==> config.mk <==
export PLATFORM = sky130hd
export DESIGN_NAME = muldiv_unit
export DESIGN_NICKNAME = d
export VERILOG_FILES = /design/src/rtl/muldiv_pkg.sv /design/src/rtl/muldiv_negate.sv /design/src/rtl/muldiv_unit.sv
export SDC_FILE = /design/constraint.sdc
export NUM_CORES = 1
export LEC_CHECK = 0
export ABC_AREA = 1
export BUFFER_PORTS_ARGS = -buffer_cell sky130_fd_sc_hd__buf_2
export CAP_MARGIN = 25
export CORE_UTILIZATION = 33
export CTS_CLUSTER_SIZE = 10
export DETAILED_ROUTE_END_ITERATION = 12
export GPL_ROUTABILITY_DRIVEN = 0
export HOLD_SLACK_MARGIN = 0.02
export PLACE_DENSITY_LB_ADDON = 0.3
export SYNTH_ARGS = -nofsm -noshare
export SYNTH_HDL_FRONTEND = slang
export SYNTH_SLANG_ARGS = --single-unit
==> constraint.sdc <==
create_clock -name clk -period 8.4 [get_ports clk]
set_clock_uncertainty 0.2 [all_clocks]
set_input_delay 1.68 -clock clk [delete_from_list [all_inputs] [get_ports clk]]
set_output_delay 1.68 -clock clk [all_outputs]
set_load 0.02 [all_outputs]
==> src/rtl/muldiv_pkg.sv <==
// Shared definitions for the iterative multiply/divide unit.
// Op encodings, FSM state type and small op-decoding helpers.
// Imported by muldiv_unit; muldiv_negate is type-free.
package muldiv_pkg;

    localparam logic [1:0] OP_MULTU = 2'b00;
    localparam logic [1:0] OP_MULT  = 2'b01;
    localparam logic [1:0] OP_DIVU  = 2'b10;
    localparam logic [1:0] OP_DIV   = 2'b11;

    typedef enum logic [1:0] {
        IDLE = 2'b00,
        RUN  = 2'b01,
        FIX  = 2'b10,
        DONE = 2'b11
    } state_t;

    // Bit 1 of the op selects divide, bit 0 selects two's-complement operands.
    function automatic logic op_is_div(input logic [1:0] op);
        return op[1];
    endfunction

    function automatic logic op_is_signed(input logic [1:0] op);
        return op[0];
    endfunction

endpackage

==> src/rtl/muldiv_negate.sv <==
// Conditional two's-complement negator: res = neg ? -val : val.
// Latency: combinational, zero cycles.
// Backpressure: none, pure function of its inputs.
module muldiv_negate #(
    parameter int WIDTH = 32
) (
    input  logic             neg_i,
    input  logic [WIDTH-1:0] val_i,
    output logic [WIDTH-1:0] res_o
);

    localparam logic [WIDTH-1:0] ONE = {{(WIDTH-1){1'b0}}, 1'b1};

    assign res_o = neg_i ? ((~val_i) + ONE) : val_i;

endmodule

==> src/rtl/muldiv_unit.sv <==
// Iterative MULTU/MULT/DIVU/DIV unit: shift-add multiply, restoring divide on magnitudes.
// Latency: done high WIDTH+2 edges after the accepting edge; divide-by-zero after one edge.
// Backpressure: start is only sampled in IDLE (busy=0); cancel aborts RUN/FIX without a done.
module muldiv_unit
    import muldiv_pkg::*;
#(
    parameter int WIDTH = 32
) (
    input  logic             clk,
    input  logic             reset,
    input  logic             start,
    input  logic [1:0]       op,
    input  logic [WIDTH-1:0] a,
    input  logic [WIDTH-1:0] b,
    input  logic             cancel,
    output logic             busy,
    output logic             done,
    output logic [WIDTH-1:0] hi,
    output logic [WIDTH-1:0] lo,
    output logic             div_by_zero
);

    localparam int               CNT_W    = $clog2(WIDTH) + 1;
    localparam logic [CNT_W-1:0] CNT_LAST = CNT_W'(WIDTH - 1);
    localparam logic [CNT_W-1:0] CNT_ONE  = CNT_W'(1);

    state_t             state_q, state_d;
    logic [CNT_W-1:0]   cnt_q, cnt_d;
    logic               is_div_q, is_div_d;
    logic               neg_res_q, neg_res_d;   // quotient/product sign flips
    logic               neg_rem_q, neg_rem_d;   // remainder follows dividend sign
    logic               dz_q, dz_d;             // pending divide-by-zero flag
    logic [WIDTH-1:0]   acc_q, acc_d;           // product upper half / partial remainder
    logic [WIDTH-1:0]   sh_q, sh_d;             // multiplier -> product lower half / dividend -> quotient
    logic [WIDTH-1:0]   opnd_q, opnd_d;         // multiplicand or divisor magnitude
    logic [WIDTH-1:0]   hi_q, hi_d;
    logic [WIDTH-1:0]   lo_q, lo_d;
    logic               done_q, done_d;
    logic               dbz_q, dbz_d;

    logic [WIDTH-1:0]   a_mag, b_mag, acc_neg, sh_neg;
    logic               a_neg, b_neg;
    logic [WIDTH:0]     mul_addend, mul_sum;
    logic [WIDTH:0]     div_shift, div_diff;
    logic               div_ge;

    assign a_neg = op_is_signed(op) & a[WIDTH-1];
    assign b_neg = op_is_signed(op) & b[WIDTH-1];

    muldiv_negate #(.WIDTH(WIDTH)) u_neg_a   (.neg_i(a_neg), .val_i(a),     .res_o(a_mag));
    muldiv_negate #(.WIDTH(WIDTH)) u_neg_b   (.neg_i(b_neg), .val_i(b),     .res_o(b_mag));
    muldiv_negate #(.WIDTH(WIDTH)) u_neg_acc (.neg_i(1'b1),  .val_i(acc_q), .res_o(acc_neg));
    muldiv_negate #(.WIDTH(WIDTH)) u_neg_sh  (.neg_i(1'b1),  .val_i(sh_q),  .res_o(sh_neg));

    // One iteration of each algorithm; the divide borrow is bit WIDTH of the
    // difference because the shifted remainder is always below twice the divisor.
    assign mul_addend = sh_q[0] ? {1'b0, opnd_q} : '0;
    assign mul_sum    = {1'b0, acc_q} + mul_addend;
    assign div_shift  = {acc_q, sh_q[WIDTH-1]};
    assign div_diff   = div_shift - {1'b0, opnd_q};
    assign div_ge     = ~div_diff[WIDTH];

    // Next-state, datapath and output-register control.
    always_comb begin
        state_d   = state_q;
        cnt_d     = cnt_q;
        is_div_d  = is_div_q;
        neg_res_d = neg_res_q;
        neg_rem_d = neg_rem_q;
        dz_d      = dz_q;
        acc_d     = acc_q;
        sh_d      = sh_q;
        opnd_d    = opnd_q;
        hi_d      = hi_q;
        lo_d      = lo_q;
        done_d    = 1'b0;
        dbz_d     = dbz_q;

        case (state_q)
            IDLE: begin
                if (start && !cancel) begin
                    is_div_d  = op_is_div(op);
                    neg_res_d = a_neg ^ b_neg;
                    neg_rem_d = a_neg;
                    cnt_d     = '0;
                    dbz_d     = 1'b0;
                    if (op_is_div(op) && (b == '0)) begin
                        acc_d   = a;
                        sh_d    = '1;
                        dz_d    = 1'b1;
                        state_d = DONE;
                    end else begin
                        acc_d   = '0;
                        sh_d    = op_is_div(op) ? a_mag : b_mag;
                        opnd_d  = op_is_div(op) ? b_mag : a_mag;
                        dz_d    = 1'b0;
                        state_d = RUN;
                    end
                end
            end
            RUN: begin
                if (cancel) begin
                    state_d = IDLE;
                end else begin
                    if (is_div_q) begin
                        acc_d = div_ge ? div_diff[WIDTH-1:0] : div_shift[WIDTH-1:0];
                        sh_d  = {sh_q[WIDTH-2:0], div_ge};
                    end else begin
                        acc_d = mul_sum[WIDTH:1];
                        sh_d  = {mul_sum[0], sh_q[WIDTH-1:1]};
                    end
                    cnt_d = cnt_q + CNT_ONE;
                    if (cnt_q == CNT_LAST) begin
                        state_d = FIX;
                    end
                end
            end
            FIX: begin
                if (cancel) begin
                    state_d = IDLE;
                end else begin
                    if (is_div_q) begin
                        if (neg_res_q) sh_d  = sh_neg;
                        if (neg_rem_q) acc_d = acc_neg;
                    end else if (neg_res_q) begin
                        // 2*WIDTH negate: the carry into the upper half only
                        // survives when the lower half is zero.
                        sh_d  = sh_neg;
                        acc_d = (sh_q == '0) ? acc_neg : ~acc_q;
                    end
                    state_d = DONE;
                end
            end
            DONE: begin
                hi_d    = acc_q;
                lo_d    = sh_q;
                done_d  = 1'b1;
                dbz_d   = dz_q;
                state_d = IDLE;
            end
            default: state_d = IDLE;
        endcase
    end

    // State and datapath registers, all cleared by the asynchronous reset.
    always_ff @(posedge clk or posedge reset) begin
        if (reset) begin
            state_q   <= IDLE;
            cnt_q     <= '0;
            is_div_q  <= 1'b0;
            neg_res_q <= 1'b0;
            neg_rem_q <= 1'b0;
            dz_q      <= 1'b0;
            acc_q     <= '0;
            sh_q      <= '0;
            opnd_q    <= '0;
            hi_q      <= '0;
            lo_q      <= '0;
            done_q    <= 1'b0;
            dbz_q     <= 1'b0;
        end else begin
            state_q   <= state_d;
            cnt_q     <= cnt_d;
            is_div_q  <= is_div_d;
            neg_res_q <= neg_res_d;
            neg_rem_q <= neg_rem_d;
            dz_q      <= dz_d;
            acc_q     <= acc_d;
            sh_q      <= sh_d;
            opnd_q    <= opnd_d;
            hi_q      <= hi_d;
            lo_q      <= lo_d;
            done_q    <= done_d;
            dbz_q     <= dbz_d;
        end
    end

    assign busy        = (state_q != IDLE);
    assign done        = done_q;
    assign hi          = hi_q;
    assign lo          = lo_q;
    assign div_by_zero = dbz_q;

endmodule

==> results.yml <==
outcome:
  outcome: "complete, no violations"
power:
  power_density_mw_per_mm2: 407.5
  ir_worst_vdd_uv: 223.6
  leakagePower_uw: 0.01104
global_route:
  gr-total-overflow: 0
  gr-usage-met3: 0.04964
  grt_max_degree: 112
  grt_use_total: 0.2669
  busiest_layer: "met2"
  grt_pass1_vias: 19470
  grt_pass1_wl_um: 116900
  antenna_found_initial: 0
  grt_use_met2: 0.4066
  met1_usage: 0.3605
clocking:
  clock_insertion_delay_worst_skew_ns: 0.48
  cts_num_sinks: 174
  clk_pin_slew_worst_paths_ns: 0.07
  ctsResizeCount: 0
  tritoncts.num_buffers: 17
  root_buffer: "clkbuf_16"
  cts.htree.levels: 4
  hold_buffers: 0
  clockBufferDepth: 2
  cts_tree: "yes"
  post_cts_buffers: 0
sta:
  finalSetupViolations: 0
  finalHoldViolCount: 0
  finalCritPeriodShare: 0.4870
  rsz0062_at_grt: "false"
  finalMaxSlewViolations: 0
  period_minus_slack_ns: 4.091
  tns_ns: 0
  slew-limit-headroom: 0.3016
  fmax_mhz: 244.4
  tightest_slew_ns: 1.048
  fin_ws_ns: 4.309
synth:
  synth_top_area_cell: "dfrtp_1"
  netlist_instances: 3288
  ys_seq_elements: 174
  ys_types: 58
  synth_flop_cell: "dfrtp_1"
  synth_nets: 3433
  yosys_warnings: 0
  syn-mean-instance-area_um2: 5.738
  synth_edf_count: 0
  yosys.area.top_type_share: 0.2308
  synth_area_mm2: 0.01887
  async_flop_share: 1.000
  synthTopCellsByArea: "dfrtp_1 23%, nand2_1 22%, inv_1 9.0%"
  yosysSeqAreaShare: 0.2308
critical_path:
  r2r_cells: 20
  crit_chain: "buf_2 -> inv_1 -> ha_1 -> nand4_2 -> nor2_4 -> nand2_2 -> nor2_2 -> nand2_2 -> nor2_4 -> nand2_4 -> clkinv_2 -> nor3_4 -> buf_4 -> inv_2 -> o31ai_1"
  r2r-start: "sh_q[0]$_DFFE_PP0P_"
  r2r-end: "acc_q[17]$_DFFE_PP0P_"
  crit_start: "b[0]"
  crit_type: "input port to register"
  end_kind: "register"
  startpoint_type: "input port"
  ff2ff_setup_slack_ns: 4.60
  slowest_stage: "buf_4"
  cp.required_ns: 8.57
  crit_end: "opnd_q[10]$_DFFE_PP0P_"
  critical_path.max_stage_delay_ns: 0.59
  cp_max_fo: 56
  crit_arrival_ns: 4.26
route:
  postRouteAntennaNets: 0
  drt_pre_antenna_iters: 6
  drt_wl_total_um: 77810
  dr.first_iter.drc_count: 2327
  vias: 21410
  wl_per_cell_um: 18.93
  viasPerCell: 5.209
  drc: 0
layout:
  area_growth_pct: 9.549
  nets: 3486
  drive_above_1_share: 0.07722
  diodes: 0
  fillers: 6351
floorplanning:
  die_h_um: 241.1
  die_w_um: 241.1
  dieArea_mm2: 0.05814
  start_util: 0.3346
  io-pin-count: 137
  rows: 87
  core_mm2: 0.05639
flow_run:
  cap_violations: 0
min_path:
  hp-class: "register to register"
placed_design:
  port_buffers: 136
  post-dp-hpwl_um: 60670
  dp_worst_setup_slack_ns: 3.882
## power by group
part           switching (uW)  internal [uW]  leakage [uW]
clock network             399            423      0.000287
registers                 441           1190       0.00223
logic                    4230           1740       0.00853
## synth_stat cells, types with 12 or more instances
cell type and instances:
o22ai_1 15, xor2_1 74, o21ai_1 32, nor2_1 364, a21oi_1 137, nand4_1 33
nand3_1 257, dfrtp_1 174, nand2_1 1130, ha_1 73, buf_1 22, inv_1 453
o21ai_0 232, buf_6 12, xnor2_1 15, clkbuf_1 73, nor3_1 30
## metal layers
| metal | share of wire | vias to the layer above | routed length, um |
|---|---|---|---|
| met3 | 0.095 | 173 | 7372 |
| met1 | 0.42 | 9706 | 33040 |
| met4 | 0.051 | 0 | 4000 |
| met2 | 0.43 | 1026 | 33390 |
| li1 | - | 10500 | - |
| met5 | 0 | - | 0 |
## cell type report
class	count	area (um2)	area share
Clock buffer	19	442.9	0.02143
Tap cell	756	945.9	0.04576
Multi-Input combinational cell	2527	12220	0.5913
Clock inverter	13	125.1	0.006053
Timing Repair Buffer	152	800.8	0.03874
Inverter	469	1775	0.08590
Sequential cell	174	4358	0.2108
## state kept, by name, indices dropped and copies added (netlist names), 2 cells and up
name and flops:
hi 32, opnd_q 32, acc_q 32, cnt_q 6, sh_q 32, state_q 2, lo 32
## stage by stage
| stage | hold slack (ns) | utilization | power (uW) | instance area [um2] | std cells |
|---|---|---|---|---|---|
| final | 0.2794 | 0.3666 | 8422 | 20670 | 4110 |
| after global routing | 0.3037 | 0.3666 | 9101 | 20670 | 4110 |
| after CTS | 0.2852 | 0.3666 | 8307 | 20670 | 4110 |
| after detailed placement | 0.2678 | 0.3565 | 7460 | 20100 | 4078 |
| after global placement | 0.2625 | 0.3565 | 7456 | 20100 | 4078 |
| after floorplan | 0.2670 | - | 5581 | 18870 | 3288 |
## cells in the final DEF, fill, tap and decap left out, drive strengths merged, types with 3 or more instances in the layout
master / n
a21boi: 3
a21o: 5
a21oi: 139
a31oi: 11
and2: 6
buf: 152
clkbuf: 19
clkinv: 13
dfrtp: 174
ha: 73
inv: 468
nand2: 1143
nand3: 258
nand3b: 10
nand4: 34
nor2: 376
nor3: 34
nor4: 4
o211ai: 9
o21ai: 271
o21bai: 11
o22ai: 24
o31ai: 7
or2: 4
xnor2: 15
xor2: 74
## cell families (layout without fill, tap and decap cells)
| kind of cell | count (synthesis) | after routing | share of synthesized area |
|---|---|---|---|
| AOI/OAI and AO/OA | 490 | 490 | 0.1448 |
| and+or+nand+nor | 1872 | 1872 | 0.4092 |
| adders and majority gates | 75 | 75 | 0.05053 |
| buffers and inverters | 587 | 653 | 0.1229 |
| xor gates and xnor gates | 89 | 89 | 0.04131 |
| DFF | 174 | 174 | 0.2308 |
| muxes | 1 | 1 | 0.0005305 |
## critical path, delay by kind of cell
kind	cells	cell delay, ns
buf+inv	5	1.18
compound gates	1	0.28
simple gates	8	0.83
fa+ha+maj	1	0.25
## worst min-delay path by stage
stage	slack (ns)	startpoint	depth (start not counted)	end
2_1_floorplan	0.27	sh_q[29]$_DFFE_PP0P_	2	sh_q[29]$_DFFE_PP0P_
3_3_place_gp	0.26	hi[31]$_DFFE_PP0P_	2	hi[31]$_DFFE_PP0P_
3_5_place_dp	0.27	hi[25]$_DFFE_PP0P_	2	hi[25]$_DFFE_PP0P_
4_1_cts	0.29	hi[4]$_DFFE_PP0P_	2	hi[4]$_DFFE_PP0P_
5_1_grt	0.30	hi[25]$_DFFE_PP0P_	2	hi[25]$_DFFE_PP0P_
6_report	0.28	hi[25]$_DFFE_PP0P_	2	hi[25]$_DFFE_PP0P_
(Power assumes the default switching activity.)
